===== config.mk =====
export PLATFORM = sky130hd
export DESIGN_NAME = mem_port_arbiter
export DESIGN_NICKNAME = d
export VERILOG_FILES = /design/src/rtl/mem_port_arbiter_pkg.sv /design/src/rtl/mem_port_wait_timer.sv /design/src/rtl/mem_port_arbiter.sv
export SDC_FILE = /design/constraint.sdc
export NUM_CORES = 1
export LEC_CHECK = 0
export BUFFER_PORTS_ARGS = -buffer_cell sky130_fd_sc_hd__buf_2
export CORE_MARGIN = 2
export CORE_UTILIZATION = 42
export DETAILED_ROUTE_END_ITERATION = 6
export HOLD_SLACK_MARGIN = 0.08
export PLACE_DENSITY_LB_ADDON = 0.25
export RECOVER_POWER = 25
export SETUP_SLACK_MARGIN = 0.5
export SLEW_MARGIN = 20
export SYNTH_ARGS = -nofsm -noshare
export SYNTH_HDL_FRONTEND = slang
export SYNTH_SLANG_ARGS = --single-unit

===== constraint.sdc =====
create_clock -name clk -period 2 [get_ports clk]
set_clock_uncertainty 0.15 [all_clocks]
set_input_delay 0.1 -clock clk [delete_from_list [all_inputs] [get_ports clk]]
set_output_delay 0.1 -clock clk [all_outputs]
set_load 0.02 [all_outputs]

===== src/rtl/mem_port_arbiter_pkg.sv =====
// ============================================================================
// Module      : mem_port_arbiter_pkg
// Description : Shared types and default widths for the IF/MEM memory-port arbiter.
// Revision    : 1.0 - initial release
// ============================================================================
`default_nettype none

package mem_port_arbiter_pkg;

  localparam int DEF_ADDR_W = 32;
  localparam int DEF_DATA_W = 32;

  typedef enum logic [1:0] {
    ST_IDLE  = 2'd0,
    ST_FETCH = 2'd1,
    ST_DATA  = 2'd2
  } arb_state_t;

endpackage

`default_nettype wire


===== src/rtl/mem_port_wait_timer.sv =====
// ============================================================================
// Module      : mem_port_wait_timer
// Description : Counts bus wait cycles and flags a timeout at TIMEOUT waits.
// Revision    : 1.0 - initial release
// ============================================================================
`default_nettype none

module mem_port_wait_timer #(
  parameter int TIMEOUT = 15
) (
  input  logic clk,
  input  logic rst,
  input  logic i_clear,
  input  logic i_wait,
  output logic o_timeout
);

  generate
    if (TIMEOUT > 0) begin : g_timer
      localparam int CNT_W = $clog2(TIMEOUT + 1);

      logic [CNT_W-1:0] r_cnt;

      // Fires while still waiting once TIMEOUT wait cycles have been counted.
      assign o_timeout = i_wait && (r_cnt == CNT_W'(TIMEOUT));

      always_ff @(posedge clk) begin
        if (rst) begin
          r_cnt <= '0;
        end else if (i_clear) begin
          r_cnt <= '0;
        end else if (i_wait && !o_timeout) begin
          r_cnt <= r_cnt + 1'b1;
        end
      end
    end else begin : g_no_timer
      logic w_unused;
      assign w_unused  = clk ^ rst ^ i_clear ^ i_wait;
      assign o_timeout = 1'b0;
    end
  endgenerate

endmodule

`default_nettype wire


===== src/rtl/mem_port_arbiter.sv =====
// ============================================================================
// Module      : mem_port_arbiter
// Description : Shares one memory bus between IF fetches and MEM loads/stores.
// Revision    : 1.0 - initial release
// ============================================================================
`default_nettype none

module mem_port_arbiter
  import mem_port_arbiter_pkg::*;
#(
  parameter int ADDR_W  = DEF_ADDR_W,
  parameter int DATA_W  = DEF_DATA_W,
  parameter int TIMEOUT = 15
) (
  input  logic                clk,
  input  logic                rst,
  input  logic                if_req,
  input  logic [ADDR_W-1:0]   if_addr,
  input  logic                flush,
  output logic [DATA_W-1:0]   if_rdata,
  output logic                if_valid,
  input  logic                mem_req,
  input  logic                mem_we,
  input  logic [ADDR_W-1:0]   mem_addr,
  input  logic [DATA_W-1:0]   mem_wdata,
  input  logic [DATA_W/8-1:0] mem_wstrb,
  output logic [DATA_W-1:0]   mem_rdata,
  output logic                mem_done,
  output logic                bus_err,
  output logic                stall_if,
  output logic                stall_mem,
  output logic                bus_req,
  output logic                bus_we,
  output logic [ADDR_W-1:0]   bus_addr,
  output logic [DATA_W-1:0]   bus_wdata,
  output logic [DATA_W/8-1:0] bus_wstrb,
  input  logic                bus_ready,
  input  logic [DATA_W-1:0]   bus_rdata
);

  localparam int STRB_W = DATA_W / 8;

  arb_state_t r_state;
  arb_state_t w_next_state;

  logic              r_kill;
  logic              r_bus_req;
  logic              r_bus_we;
  logic [ADDR_W-1:0] r_bus_addr;
  logic [DATA_W-1:0] r_bus_wdata;
  logic [STRB_W-1:0] r_bus_wstrb;
  logic              r_if_valid;
  logic [DATA_W-1:0] r_if_rdata;
  logic              r_mem_done;
  logic [DATA_W-1:0] r_mem_rdata;
  logic              r_bus_err;

  logic w_wait;
  logic w_timeout;
  logic w_complete;
  logic w_fetch_done;
  logic w_data_done;
  logic w_kill_now;
  logic w_grant_window;
  logic w_mem_elig;
  logic w_if_elig;
  logic w_grant_mem;
  logic w_grant_if;

  assign w_wait         = r_bus_req && !bus_ready;
  assign w_complete     = r_bus_req && (bus_ready || w_timeout);
  assign w_fetch_done   = w_complete && (r_state == ST_FETCH);
  assign w_data_done    = w_complete && (r_state == ST_DATA);
  assign w_kill_now     = r_kill || flush;
  assign w_grant_window = (r_state == ST_IDLE) || w_complete;

  // A requester whose transaction is completing right now is still holding its
  // request, so it must not be re-granted; a killed fetch's requester has
  // already moved on to a new address and may be served back-to-back.
  assign w_mem_elig  = mem_req && !r_mem_done && !w_data_done;
  assign w_if_elig   = if_req && !r_if_valid && !flush && !(w_fetch_done && !w_kill_now);
  assign w_grant_mem = w_grant_window && w_mem_elig;
  assign w_grant_if  = w_grant_window && !w_mem_elig && w_if_elig;

  mem_port_wait_timer #(
    .TIMEOUT (TIMEOUT)
  ) u_wait_timer (
    .clk       (clk),
    .rst       (rst),
    .i_clear   (w_grant_mem || w_grant_if),
    .i_wait    (w_wait),
    .o_timeout (w_timeout)
  );

  always_ff @(posedge clk) begin
    if (rst) begin
      r_state <= ST_IDLE;
    end else begin
      r_state <= w_next_state;
    end
  end

  always_comb begin
    w_next_state = r_state;
    if (w_grant_window) begin
      if (w_grant_mem) begin
        w_next_state = ST_DATA;
      end else if (w_grant_if) begin
        w_next_state = ST_FETCH;
      end else begin
        w_next_state = ST_IDLE;
      end
    end
  end

  always_ff @(posedge clk) begin
    if (rst) begin
      r_kill      <= 1'b0;
      r_bus_req   <= 1'b0;
      r_bus_we    <= 1'b0;
      r_bus_addr  <= '0;
      r_bus_wdata <= '0;
      r_bus_wstrb <= '0;
      r_if_valid  <= 1'b0;
      r_if_rdata  <= '0;
      r_mem_done  <= 1'b0;
      r_mem_rdata <= '0;
      r_bus_err   <= 1'b0;
    end else begin
      r_if_valid <= 1'b0;
      r_mem_done <= 1'b0;
      r_bus_err  <= 1'b0;

      if (w_fetch_done) begin
        r_kill <= 1'b0;
      end else if ((r_state == ST_FETCH) && flush) begin
        r_kill <= 1'b1;
      end

      if (w_fetch_done && !w_kill_now) begin
        r_if_valid <= 1'b1;
        r_bus_err  <= w_timeout;
        r_if_rdata <= w_timeout ? '0 : bus_rdata;
      end

      if (w_data_done) begin
        r_mem_done <= 1'b1;
        r_bus_err  <= w_timeout;
        if (!r_bus_we) begin
          r_mem_rdata <= w_timeout ? '0 : bus_rdata;
        end
      end

      if (w_grant_mem) begin
        r_bus_req   <= 1'b1;
        r_bus_we    <= mem_we;
        r_bus_addr  <= mem_addr;
        r_bus_wdata <= mem_wdata;
        r_bus_wstrb <= mem_wstrb;
      end else if (w_grant_if) begin
        r_bus_req   <= 1'b1;
        r_bus_we    <= 1'b0;
        r_bus_addr  <= if_addr;
        r_bus_wdata <= '0;
        r_bus_wstrb <= '0;
      end else if (w_complete) begin
        r_bus_req <= 1'b0;
      end
    end
  end

  assign stall_if  = if_req && !r_if_valid;
  assign stall_mem = mem_req && !r_mem_done;

  assign if_rdata  = r_if_rdata;
  assign if_valid  = r_if_valid;
  assign mem_rdata = r_mem_rdata;
  assign mem_done  = r_mem_done;
  assign bus_err   = r_bus_err;
  assign bus_req   = r_bus_req;
  assign bus_we    = r_bus_we;
  assign bus_addr  = r_bus_addr;
  assign bus_wdata = r_bus_wdata;
  assign bus_wstrb = r_bus_wstrb;

endmodule

`default_nettype wire


==> implementation parameters <==
Parameter                              Value

Run status
  Status    finished with violations
  Violations in the final reports    negative setup slack

Placement
  Placed Instances    1105
  Cell area after placement    0.00761 sq mm
  Post-DP HPWL    11700 microns
  Port Buf Inserts    277
  Gp weighted congestion    0.853
  Post-Place Setup Slack    -0.0720 ns

Clock tree
  TritonCTS clock tree    yes
  Worst skew pair latency    0.42 ns
  Sink Count    144
  Number of buffers added by the clock tree synthesis step    17
  Clock-pin transition on the worst setup and hold timing paths    0.06 ns
  Root buffer selected by CTS    clkbuf_16
  Clock tree buffer depth    2
  Total number of H-tree levels    4

STA
  Period minus WS final    2.10 ns
  Slew at the pin closest to its max-slew limit    0.615 ns
  Worst hold margin    0.0682 ns
  Worst max-slew margin expressed relative to the limit    0.590
  Final worst slack    -0.103 ns
  Share of the clock period used by the worst path after layout    1.05
  Unrepaired setup endpoints after global routing    true
  Maximum operating frequency    0.476 GHz
  Final slew viol count    0
  Final setup violation count    17
  Number of hold violations in the final report    0
  Sum Neg Setup Slack    -0.494 ns

Cells and area
  Synth-to-layout area growth    95.6%
  Layout filler cell count    679
  Post-Layout Inst Area    0.0113 sq mm
  Total number of nets in the final design    1268
  Final core area utilization    0.846
  Final Non-Filler Cells    1320
  Share of post-route cells with drive strength above 1    0.462

Synthesis
  Synth Cell Area    0.00575 sq mm
  Fraction of the yosys area taken by sequential cells    0.501
  Number of flip-flops and latches in the synthesized netlist    144
  Yosys warning total    0
  Commonest register cell after synthesis    dfxtp_1
  Top area cells in the synthesized netlist    dfxtp_1 (50%), a21oi_1 (9.0%), nand3_1 (8.7%)
  Share of the synthesized area in the top cell type    0.501
  Cell accounting for the most synthesized area    dfxtp_1
  Post-synthesis average cell area    8.16 sq um
  Synth async-reset ratio    0
  Distinct cell type count of the synthesized netlist    36
  Post-Synthesis Cells    705
  EDFF count, synth    0
  Syn nets    845

Global routing
  Via count of the first global-routing pass    7260
  Wire length of the first global-routing pass    36300 microns
  Global route total overflow    0
  Maximum number of pins on one net before global-route repair    100
  Initial antenna violation count    3
  All-Layer GR Usage    0.314

Worst setup path
  Cell type with the highest occurrence count on the critical path    buf_6
  Biggest fanout along the worst timing path    8
  Origin of the critical flop-to-flop path    if_valid
  Ordered cell list for the critical path    or3b_4, buf_6, nor3_4, buf_6, buf_6, o21ai_0, a311oi_1
  Crit path max-delay cell type    or3b_4
  CP Launch Type    flop
  CP endpoint kind    flop
  Capturing point of the worst reg2reg path    bus_addr[20]
  Worst-case reg-to-reg path depth    7
  CP max stage delay    0.43 ns
  Data arrival time at the worst-slack endpoint    2.27 ns
  Worst-case register-to-register setup slack    -0.10 ns
  Data required time of the worst path    2.17 ns
  Worst setup path class    reg -> reg

Floorplan
  DIE WIDTH    121 microns
  Die Y    121 microns
  Initial cell density of the core    0.433
  Floorplan Core Area    0.0133 sq mm
  Number of core rows    42
  Die outline area    0.0146 sq mm
  Num ports    278

Pwr
  Power Dens Cells    713 mW/mm^2
  Switching power total    2.25 mW
  Share of total power in combinational logic    0.191
  Net switching share of the total power    0.281
  Final Total Pwr    8.03 mW
  Worst voltage drop across the vdd grid    533 uV
  Pleak    4.41 nW
  Int Pwr    5.77 mW
  Sequential share of power    0.391
  Clock power frac    0.418

Min path
  Launch instance of the worst min-delay path    bus_ready
  Class of the worst hold path    in -> reg
  Worst Hold Path EP    r_kill
  Number of cells on the worst hold path    5

Detailed routing
  Number of remaining DRC errors    0
  Avg WL per Cell    21.6 microns
  Drt total wl    28500 microns
  Count of nets left with antenna violations after detail routing    0
  DRT iter0 DRCs    820
  Via count of the routed design    7779
  Count of TritonRoute iterations in the first routing pass    5
  Avg Vias per Cell    5.89

Job
  Max-cap viol count    0
-- flip-flops by register name, summed over array words and instances (netlist names) --
signal	flops
bus_wstrb	4
bus_addr	32
bus_we	1
r_state	2
mem_done	1
mem_rdata	32
if_valid	1
bus_wdata	32
bus_err	1
u_wait_timer.g_timer.r_cnt	4
if_rdata	32
bus_req	1
r_kill	1
-- layout by cell type, fill, tap and decap left out, types with 3 or more instances in the layout --
master	netlist	layout
nand4_1	38	38
clkbuf_16	0	26
clkbuf_1	31	60
nand2_1	105	42
bufinv_16	0	3
nand3_2	0	30
o21ai_1	5	11
buf_4	1	12
nand3_4	0	5
a311oi_2	0	7
o21ai_2	0	18
dfxtp_1	144	137
clkinv_2	0	3
a311oi_1	33	26
buf_16	0	12
dlygate4sd3_1	0	137
nand2_4	0	53
buf_2	40	218
nand2_2	0	10
xor2_1	3	3
diode_2	0	3
nor2_1	39	39
o21ai_0	28	4
nand3_1	100	65
buf_12	0	20
a21oi_1	104	44
clkbuf_8	0	4
buf_6	0	14
a21oi_2	0	60
dfxtp_2	0	6
-- cell families after synthesis --
| group | after synthesis | share of synthesized area |
|---|---|---|
| DFF | 144 | 0.501 |
| buffers and inverters | 78 | 0.0602 |
| adders and majority gates | 1 | 0.00217 |
| xor gates and xnor gates | 3 | 0.00457 |
| and+or+nand+nor | 301 | 0.249 |
| AOI/OAI and AO/OA | 178 | 0.182 |
-- layer usage --
| layer | global-route usage | part of all wire | wire length (microns) |
|---|---|---|---|
| met1 | 0.340 | 0.34 | 9720 |
| met2 | 0.557 | 0.51 | 14500 |
| met3 | 0.0813 | 0.086 | 2450 |
| met4 | 0.171 | 0.065 | 1840 |
| met5 | 0 | 0 | 0 |
-- synth_stat cells (all sizes together), types with 2 or more instances --
cell    count
dfxtp     144
nand2     105
a21oi     104
nand3     100
buf        45
nor2       39
nand4      38
a311oi     33
o21ai      33
clkbuf     31
a31oi       3
nor2b       3
nor3        3
or3         3
xor2        3
a31o        2
inv         2
nand2b      2
or4         2
-- critical path: cells and delay by family, from the launching register on --
| family | cells | cell delay [ns] |
|---|---|---|
| flops | 1 | 0.32 |
| buf+inv | 3 | 0.45 |
| simple gates | 2 | 0.64 |
| compound gates | 2 | 0.43 |
-- how the worst max path moves through the flow --
| stage | startpoint | to | slack (ns) | depth (start not counted) |
|---|---|---|---|---|
| after floorplan | if_valid | bus_addr[27] | 0.17 | 6 |
| after global placement | r_state[1] | bus_wdata[18] | 0.02 | 5 |
| after detailed placement | r_state[1] | bus_wdata[11] | -0.07 | 5 |
| after CTS | u_wait_timer.g_timer.r_cnt[0] | mem_rdata[2] | 0.12 | 7 |
| after global routing | if_valid | bus_addr[20] | -0.19 | 7 |
| final | if_valid | bus_addr[20] | -0.10 | 7 |
-- power by group through the flow --
| stage | combinational [mW] | clock, mW | sequential, mW |
|---|---|---|---|
| after floorplan | 0.455 | 0 | 3.34 |
| after global placement | 1.06 | 0 | 3.16 |
| after detailed placement | 1.06 | 0 | 3.16 |
| after CTS | 1.31 | 3.34 | 3.11 |
| after global routing | 1.60 | 3.47 | 3.15 |
| final | 1.53 | 3.36 | 3.14 |
-- final cells by class --
cell class                      count  area (sq um)  area share
Multi-Input combinational cell    483          3620       0.322
Timing Repair Buffer              480          3880       0.345
Sequential cell                   144          2890       0.257
Inverter                            2          10.0    0.000889
Clock buffer                       23           488      0.0434
Clock inverter                      9           130      0.0116
Tap cell                          176           220      0.0196
Antenna cell                        3          7.51    0.000667
-- repair_timing --
action                     CTS  global route
cloned                      12            10
hold buffers               137             0
setup endpoints to repair  142           144
pin swaps                   45           114
buffers inserted            15             6
resized for setup           67           210
hold endpoints to repair   139             0
No activity file was read; power rests on OpenSTA's default activity.
